`config.mk`:
```
export PLATFORM = sky130hd
export DESIGN_NAME = alu_sequencer_flat
export DESIGN_NICKNAME = d
export VERILOG_FILES = /design/src/rtl/alu_sequencer_if.sv /design/src/rtl/alu_sequencer.sv /design/src/flat_wrapper.sv
export SDC_FILE = /design/constraint.sdc
export NUM_CORES = 1
export LEC_CHECK = 0
export CORE_ASPECT_RATIO = 1.5
export CORE_MARGIN = 2
export CORE_UTILIZATION = 39
export CTS_CLUSTER_SIZE = 24
export DETAILED_ROUTE_END_ITERATION = 10
export PLACE_DENSITY = 0.82
export SETUP_SLACK_MARGIN = 0.4
export SYNTH_ARGS = -nofsm -noshare
export SYNTH_HDL_FRONTEND = slang
export SYNTH_SLANG_ARGS = --single-unit
```
`constraint.sdc`:
```
create_clock -name clk -period 2.1 [get_ports clk]
set_input_delay 0.21 -clock clk [delete_from_list [all_inputs] [get_ports clk]]
set_output_delay 0.21 -clock clk [all_outputs]
set_load 0.02 [all_outputs]
```
`src/rtl/alu_sequencer_if.sv`:
```
// Program memory fetch port of the accumulator sequencer.
// Master issues PmReq/PmAddr; slave answers with PmAck/PmData.
interface alu_sequencer_if #(
  parameter int ADDR_W = 8
);
  logic              PmReq;
  logic [ADDR_W-1:0] PmAddr;
  logic              PmAck;
  logic [15:0]       PmData;

  modport master (
    output PmReq,
    output PmAddr,
    input  PmAck,
    input  PmData
  );

  modport slave (
    input  PmReq,
    input  PmAddr,
    output PmAck,
    output PmData
  );
endinterface

```
`src/rtl/alu_sequencer.sv`:
```
// Fetch/decode/execute controller for the accumulator datapath.
// Fetches 16-bit instructions and drives ALU code, operand and enables.
`ifndef ALU_ADD
`define ALU_ADD 3'd0
`define ALU_SUB 3'd1
`define ALU_AND 3'd2
`define ALU_OR  3'd3
`define ALU_XOR 3'd4
`define ALU_NOT 3'd5
`define ALU_LD  3'd6
`endif

module alu_sequencer #(
  parameter int ADDR_W   = 8,
  parameter int START_PC = 0
) (
  input  logic            clk,
  input  logic            Reset,
  input  logic            Start,
  alu_sequencer_if.master pm,
  output logic [2:0]      ALUCode,
  output logic [7:0]      R,
  output logic            A_CE,
  output logic            CY_CE,
  input  logic [7:0]      A_in,
  input  logic            CY_in,
  output logic            Busy,
  output logic            Halted,
  output logic            IllegalOp
);

  localparam logic [ADDR_W-1:0] PC0 =
    ADDR_W'(START_PC);

  localparam logic [3:0] OP_ADD  = 4'h1;
  localparam logic [3:0] OP_SUB  = 4'h2;
  localparam logic [3:0] OP_AND  = 4'h3;
  localparam logic [3:0] OP_OR   = 4'h4;
  localparam logic [3:0] OP_XOR  = 4'h5;
  localparam logic [3:0] OP_NOT  = 4'h6;
  localparam logic [3:0] OP_LD   = 4'h7;
  localparam logic [3:0] OP_JMP  = 4'h8;
  localparam logic [3:0] OP_JC   = 4'h9;
  localparam logic [3:0] OP_JZ   = 4'hA;
  localparam logic [3:0] OP_HALT = 4'hB;
  localparam logic [3:0] OP_ILL  = 4'hC;

  typedef enum logic [1:0] {
    S_IDLE,
    S_FETCH,
    S_EXEC,
    S_HALTED
  } state_t;

  state_t            state;
  logic [ADDR_W-1:0] pc;
  logic [ADDR_W-1:0] pc_next;
  logic [3:0]        ir_op;
  logic [7:0]        ir_imm;
  logic              pm_req;
  logic              a_ce;
  logic              cy_ce;
  logic              busy;
  logic              halted;
  logic              illegal;
  logic [2:0]        alu_code;

  logic [3:0]        f_op;
  logic              f_alu;
  logic              f_arith;
  logic              f_ill;
  logic [2:0]        f_code;
  logic              take;
  logic              unused_bits;

  assign f_op        = pm.PmData[15:12];
  assign unused_bits = ^pm.PmData[11:8];

  // Decode the incoming word so EXEC outputs are registered
  always_comb begin
    f_alu   = 1'b0;
    f_arith = 1'b0;
    f_ill   = 1'b0;
    f_code  = `ALU_LD;
    unique case (1'b1)
      f_op == OP_ADD: begin
        f_alu   = 1'b1;
        f_arith = 1'b1;
        f_code  = `ALU_ADD;
      end
      f_op == OP_SUB: begin
        f_alu   = 1'b1;
        f_arith = 1'b1;
        f_code  = `ALU_SUB;
      end
      f_op == OP_AND: begin
        f_alu  = 1'b1;
        f_code = `ALU_AND;
      end
      f_op == OP_OR: begin
        f_alu  = 1'b1;
        f_code = `ALU_OR;
      end
      f_op == OP_XOR: begin
        f_alu  = 1'b1;
        f_code = `ALU_XOR;
      end
      f_op == OP_NOT: begin
        f_alu  = 1'b1;
        f_code = `ALU_NOT;
      end
      f_op == OP_LD: begin
        f_alu  = 1'b1;
        f_code = `ALU_LD;
      end
      f_op >= OP_ILL: f_ill = 1'b1;
      default: ;
    endcase
  end

  assign take =
    (ir_op == OP_JMP) ||
    (ir_op == OP_JC && CY_in) ||
    (ir_op == OP_JZ && A_in == 8'h00);

  assign pc_next = take ? ADDR_W'(ir_imm)
                        : pc + ADDR_W'(1);

  always_ff @(posedge clk) begin
    if (Reset) begin
      state    <= S_IDLE;
      pc       <= PC0;
      ir_op    <= 4'h0;
      ir_imm   <= 8'h00;
      pm_req   <= 1'b0;
      a_ce     <= 1'b0;
      cy_ce    <= 1'b0;
      alu_code <= `ALU_LD;
      busy     <= 1'b0;
      halted   <= 1'b0;
      illegal  <= 1'b0;
    end else begin
      a_ce    <= 1'b0;
      cy_ce   <= 1'b0;
      illegal <= 1'b0;
      unique case (state)
        S_IDLE, S_HALTED: begin
          if (Start) begin
            pc     <= PC0;
            state  <= S_FETCH;
            pm_req <= 1'b1;
            busy   <= 1'b1;
            halted <= 1'b0;
          end
        end
        S_FETCH: begin
          if (pm.PmAck) begin
            ir_op   <= f_op;
            ir_imm  <= pm.PmData[7:0];
            state   <= S_EXEC;
            pm_req  <= 1'b0;
            a_ce    <= f_alu;
            cy_ce   <= f_arith;
            illegal <= f_ill;
            if (f_alu) alu_code <= f_code;
          end
        end
        S_EXEC: begin
          if (ir_op == OP_HALT) begin
            state  <= S_HALTED;
            busy   <= 1'b0;
            halted <= 1'b1;
          end else begin
            state  <= S_FETCH;
            pm_req <= 1'b1;
            pc     <= pc_next;
          end
        end
      endcase
    end
  end

  assign pm.PmReq  = pm_req;
  assign pm.PmAddr = pc;
  assign ALUCode   = alu_code;
  assign R         = ir_imm;
  assign A_CE      = a_ce;
  assign CY_CE     = cy_ce;
  assign Busy      = busy;
  assign Halted    = halted;
  assign IllegalOp = illegal;

endmodule

```
`src/flat_wrapper.sv`:
```
// flat-port wrapper written by rule: the top's interface ports become plain ports
module alu_sequencer_flat 
#(
  parameter int ADDR_W   = 8,
  parameter int START_PC = 0
)
  (clk, Reset, Start, ALUCode, R, A_CE, CY_CE, A_in, CY_in, Busy, Halted, IllegalOp, pm_PmReq, pm_PmAddr, pm_PmAck, pm_PmData);
  alu_sequencer_if #(.ADDR_W(ADDR_W)) pm_i ();
  input  logic clk;
  input  logic Reset;
  input  logic Start;
  output logic [2:0] ALUCode;
  output logic [7:0] R;
  output logic A_CE;
  output logic CY_CE;
  input  logic [7:0] A_in;
  input  logic CY_in;
  output logic Busy;
  output logic Halted;
  output logic IllegalOp;
  output wire logic [$bits(pm_i.PmReq)-1:0] pm_PmReq;
  output wire logic [$bits(pm_i.PmAddr)-1:0] pm_PmAddr;
  input wire logic [$bits(pm_i.PmAck)-1:0] pm_PmAck;
  input wire logic [$bits(pm_i.PmData)-1:0] pm_PmData;
  assign pm_PmReq = pm_i.PmReq;
  assign pm_PmAddr = pm_i.PmAddr;
  assign pm_i.PmAck = pm_PmAck;
  assign pm_i.PmData = pm_PmData;
  alu_sequencer #(.ADDR_W(ADDR_W), .START_PC(START_PC)) u_core (.clk(clk), .Reset(Reset), .Start(Start), .pm(pm_i), .ALUCode(ALUCode), .R(R), .A_CE(A_CE), .CY_CE(CY_CE), .A_in(A_in), .CY_in(CY_in), .Busy(Busy), .Halted(Halted), .IllegalOp(IllegalOp));
endmodule
```
== After elaboration in Yosys (flattened, before gate mapping) ==
Cells that the tools add are included.
W data, S select, Z words.

* Flip-flop bits (word level): 31
* Bits of input ports: 29
* Output and inout port bits: 25
* Logic and storage cells: 71

* Add/sub/neg operators: 1
* Magnitude comparators: 1
* Eq/ne operators: 18
* Mux-type cells: 21
* Bitwise logic cells: 2
* Reduce and logical (&&, ||, !) cells: 17

{| class="wikitable"
|+ Operators by type and width
! cell !! count
|-
| $mux W8 || 3
|-
| $pmux W3 S6 || 1
|-
| $eq A4 B3 Y1 const B || 4
|-
| $eq A4 B4 Y1 const B || 4
|-
| $pmux W8 S2 || 1
|-
| $reduce_and A3 Y1 || 4
|-
| $mux W1 || 9
|-
| $add A8 B1 Y8 const B || 1
|-
| $eq A4 B2 Y1 const B || 2
|-
| $logic_not A8 Y1 || 1
|-
| $reduce_or A7 Y1 || 1
|-
| $mux W2 || 3
|-
| $ne A2 B2 Y1 const B || 3
|-
| $pmux W2 S3 || 1
|-
| $eq A2 B2 Y1 const B || 2
|-
| $eq A4 B1 Y1 const B || 1
|-
| $ge A4 B4 Y1 const B || 1
|-
| $pmux W1 S2 || 2
|-
| $reduce_and A2 Y1 || 2
|-
| $reduce_or A2 Y1 || 2
|-
| $pmux W1 S3 || 1
|-
| $reduce_or A3 Y1 || 1
|-
| $eq A2 B1 Y1 const B || 1
|-
| $logic_and A1 B1 Y1 || 2
|-
| 5 further kinds || 7
|}

== Depth between registers and ports, before layout ==
* Depth in word-level cells: 7
* Depth in mapped cells: 8
* Mapped depth without buffers: 7

== Worst setup path after synthesis ==
OpenSTA, ideal clock, no wires.

* Kind: flip-flop to flip-flop
* Start point: register u_core.state[0]
* End point: register u_core.pc[4], in the netlist u_core.pm.PmAddr[4]
* Library setup time: 0.059 ns
* Arrival: 1.869 ns
* Data required time: 2.041 ns
* Path slack: 0.172 ns
* Cell stages (with the launch flop): 9
* Buffers on the path: 1
* Clock period less this slack: 1.928 ns
* Cell sequence: dfxtp_1 > inv_1 > ha_1 > nor2b_1 > or4b_4 > nand3b_4 > buf_6 > nor3_2 > a211o_1

* Longest elaborated chain between the ends: 4
* Elaborated cells on any way between the ends: 9
* Classes of those cells: eq/ne: 4; mux: 1; reduce/logical: 4

{| class="wikitable"
|+ Ends and longest elaborated chain
! element !! line !! text
|-
| start: declaration || alu_sequencer.sv:55 || <nowiki>state_t state;</nowiki>
|-
| start signal: assignment || alu_sequencer.sv:131 || <nowiki>state <= S_IDLE;</nowiki>
|-
| start signal: assignment || alu_sequencer.sv:150 || <nowiki>state <= S_FETCH;</nowiki>
|-
| start signal: assignment || alu_sequencer.sv:160 || <nowiki>state <= S_EXEC;</nowiki>
|-
| $eq A2 B2 Y1 / $logic_not A2 Y1 (equally long branches) || alu_sequencer.sv:146 || <nowiki>unique case (state)</nowiki>
|-
| $reduce_or A2 Y1 || alu_sequencer.sv:146 ||
|-
| $ne A2 B2 Y1 (no source line) / $reduce_bool A2 Y1 (equally long branches) || -- ||
|-
| $reduce_and A3 Y1 (no source line) || -- ||
|-
| end signal: assignment || alu_sequencer.sv:176 || <nowiki>pc <= pc_next;</nowiki>
|-
| end: declaration || alu_sequencer.sv:56 || <nowiki>logic [ADDR_W-1:0] pc;</nowiki>
|}

Parallel ways exist; a longest one is shown, timed or not.
A chain may end at the register's enable or synchronous reset.

== Worst setup path in the final report ==
* Start point: register u_core.state[0]
* End point: register u_core.pc[3], in the netlist u_core.pm.PmAddr[3]

The elaborated chain is that of the path after synthesis.

==> results.yml <==
final_layout:
  syn2layout_area_growth_pct: 53.9
  final_area_um2: 2200
  diodes: 0
  drive_gt1_share_pct: 16.2
  fillers: 311
  nNetsFinal: 266
  final_cell_mix: "clkdlybuf4s50_1 (49), nand2_1 (37), dfxtp_1 (29)"
  multiInputGateArea_um2: 836
  regArea_um2: 623
  final_common_cell: "clkdlybuf4s50_1"
sta:
  period_needed_ns: 1.86
  tightest_slew_ns: 0.597
  finalHoldViolCount: 0
  max_freq_ghz: 0.537
  post-route-period-util_pct: 88.6
  relSlewSlack_pct: 60.0
  setup_viol: 0
  fin_worst_skew_ns: 0.00741
  rsz0062_at_grt: "true"
  slew_violations: 0
  final.setup.tns_ns: 0
clock_tree:
  clkSinkCount: 31
  clk_latency_ns: 0.28
  cts.clk_slew.worst_paths_ns: 0.06
  tritoncts: "yes"
  htree_levels: 2
  numCtsBuffers: 5
  root_buffer: "clkbuf_8"
  clk_path_buf_depth: 2
setup_path:
  cp-end-kind: "flop"
  cp_data_required_time_ns: 2.33
  worstSetupStartpoint: "u_core.state[0]"
  crit_type: "flop to flop"
  timing.rr.end: "u_core.pm.PmAddr[3]"
  arrival_ns: 2.09
  worstReg2RegStart: "u_core.state[0]"
  start_kind: "flop"
  worstSetupEndpoint: "u_core.pm.PmAddr[3]"
  crit_fanout: 6
  reg2reg_slack_ns: 0.24
  r2r_cells: 7
place:
  hpwl_mm: 2.63
  dpl_cell_area_um2: 1980
  io_buffers: 49
  place_congestion: 0.759
synth:
  synth_top_area_share_pct: 43.4
  ys_top_cells_by_area: "dfxtp_1 (43%), nand2_1 (9.7%), a21oi_1 (8.7%), ha_1 (2.6%), nor2_1 (2.6%)"
  synth_cell_types: 39
  synth-main-ff-cell: "dfxtp_1"
  syn_area_um2: 1430
  yosys_register_bits: 31
  synth_edf_count: 0
  ys_seq_area_share_pct: 43.4
  synth_area_per_cell_um2: 8.17
  synthArstFlopShare_pct: 0
  yosys_warnings: 0
  synth_top_cell_by_area: "dfxtp_1"
  synthCells: 175
  synth_fp_nets: 207
die:
  start_util_pct: 39.9
  die_h_um: 78.2
  die_area_um2: 4180
  ios: 54
  core.rowCount: 27
  die_width_um: 53.4
  core_area_um2: 3580
grt:
  grt_max_degree: 25
  grt_overflow: 0
  grt_antenna_before_repair: 0
  grt_pass1_vias: 1419
  grt_pass1_wl_mm: 6.23
  grt_use_total_pct: 19.8
drt:
  drtPass1Iterations: 4
  drcViolationCount: 0
  vias_per_cell: 5.31
  totalWireLength_mm: 3.79
  avgRoutedWirePerCell_um: 13.7
  final_antenna_net_count: 0
  drtIter0Drc: 34
  vias: 1472
power_and_ir_drop:
  power_density_nw_per_um2: 615
  ir_drop_mv: 0.418
  p_leak_uw: 0.000792
  power.total_uw: 1350
outcome:
  status: "finished clean"
flow_run:
  drv_cap: 0
hold_path:
  hold_class: "flop to flop"
[stage by stage]
step           setup WS, ns  utilization (%)  hold WS, ns  instances
2_1_floorplan         0.327                -        0.286        175
3_3_place_gp          0.103             55.3        0.461        261
3_5_place_dp         0.0883             55.3        0.469        261
4_1_cts               0.260             59.7        0.475        272
5_1_grt               0.174             61.5        0.481        277
6_report              0.239             61.5        0.473        277
[flip-flops by register name, indices dropped and copies added (netlist names)]
name              flops
u_core.CY_CE          1
u_core.Halted         1
u_core.ir_op          4
u_core.pm.PmAddr      8
u_core.A_CE           1
u_core.Busy           1
u_core.state          2
u_core.ALUCode        3
u_core.R              8
u_core.pm.PmReq       1
u_core.IllegalOp      1
[cell type report]
class,count,area share [%]
clock inverters,1,0.227
inverters,6,1.02
repair buffers,59,26.3
clock buffers,6,3.75
multi-input cells,131,38.0
flip-flops and latches,31,28.3
well taps,43,2.44
[power by group]
part | internal, uW | switching (uW)
combinational | 134 | 123
sequential | 614 | 20.0
clock | 256 | 207
total | 1000 | 350
[cell families (layout without fill, tap and decap cells)]
group,after synthesis,after routing,synth area share (%)
simple gates,75,76,26.8
buf+inv,14,72,4.20
compound gates,51,51,22.4
xor+xnor,1,1,0.613
fa+ha+maj,3,3,2.62
flops,31,31,43.4
[how the worst min path moves through the flow]
stage | startpoint | endpoint | cells after the start
final | u_core.ALUCode[0] | u_core.ALUCode[0] | 2
after floorplan | pm_PmData[14] | u_core.CY_CE | 1
after global placement | u_core.ALUCode[0] | u_core.ALUCode[0] | 2
after global routing | pm_PmData[6] | u_core.R[6] | 3
after CTS | pm_PmData[6] | u_core.R[6] | 3
after detailed placement | u_core.ALUCode[0] | u_core.ALUCode[0] | 2
[worst max-delay path: stages (launching register included)]
cell      delay [ns]
dfxtp_2         0.34
inv_2           0.05
ha_4            0.21
nor2b_4         0.12
or4b_4          0.53
nand3b_4        0.24
nor3_2          0.20
a211o_1         0.11
[cells in the mapped netlist (2+ instances only)]
| library cell | n |
|---|---|
| nor2_1 | 10 |
| or2_2 | 2 |
| or3_1 | 2 |
| nand3_1 | 3 |
| nand2b_1 | 2 |
| nor4b_1 | 2 |
| dfxtp_1 | 31 |
| nor4_1 | 2 |
| a21oi_1 | 25 |
| o21ai_1 | 2 |
| a21o_1 | 2 |
| a221o_1 | 3 |
| nand2_1 | 37 |
| a22oi_1 | 3 |
| a211o_1 | 2 |
| ha_1 | 3 |
| o2bb2ai_1 | 3 |
| clkbuf_1 | 7 |
| inv_1 | 6 |
| o21ai_0 | 4 |
| nor3_1 | 4 |
| o21bai_1 | 2 |
| nor2b_1 | 2 |
[repair_timing]
action	CTS	global route
cloned	1	0
resized for setup	6	3
hold buffers	0	0
pin swaps	7	2
setup buffers	3	5
setup endpoints to repair	8	8
[per-layer routing]
layer / global-route usage (%) / part of all wire (%)
met4: 10.5 / 3.1
met5: 0 / 0
met2: 34.2 / 54
met1: 21.6 / 39
met3: 4.18 / 3.8
Power figures use the tool's default switching activity.
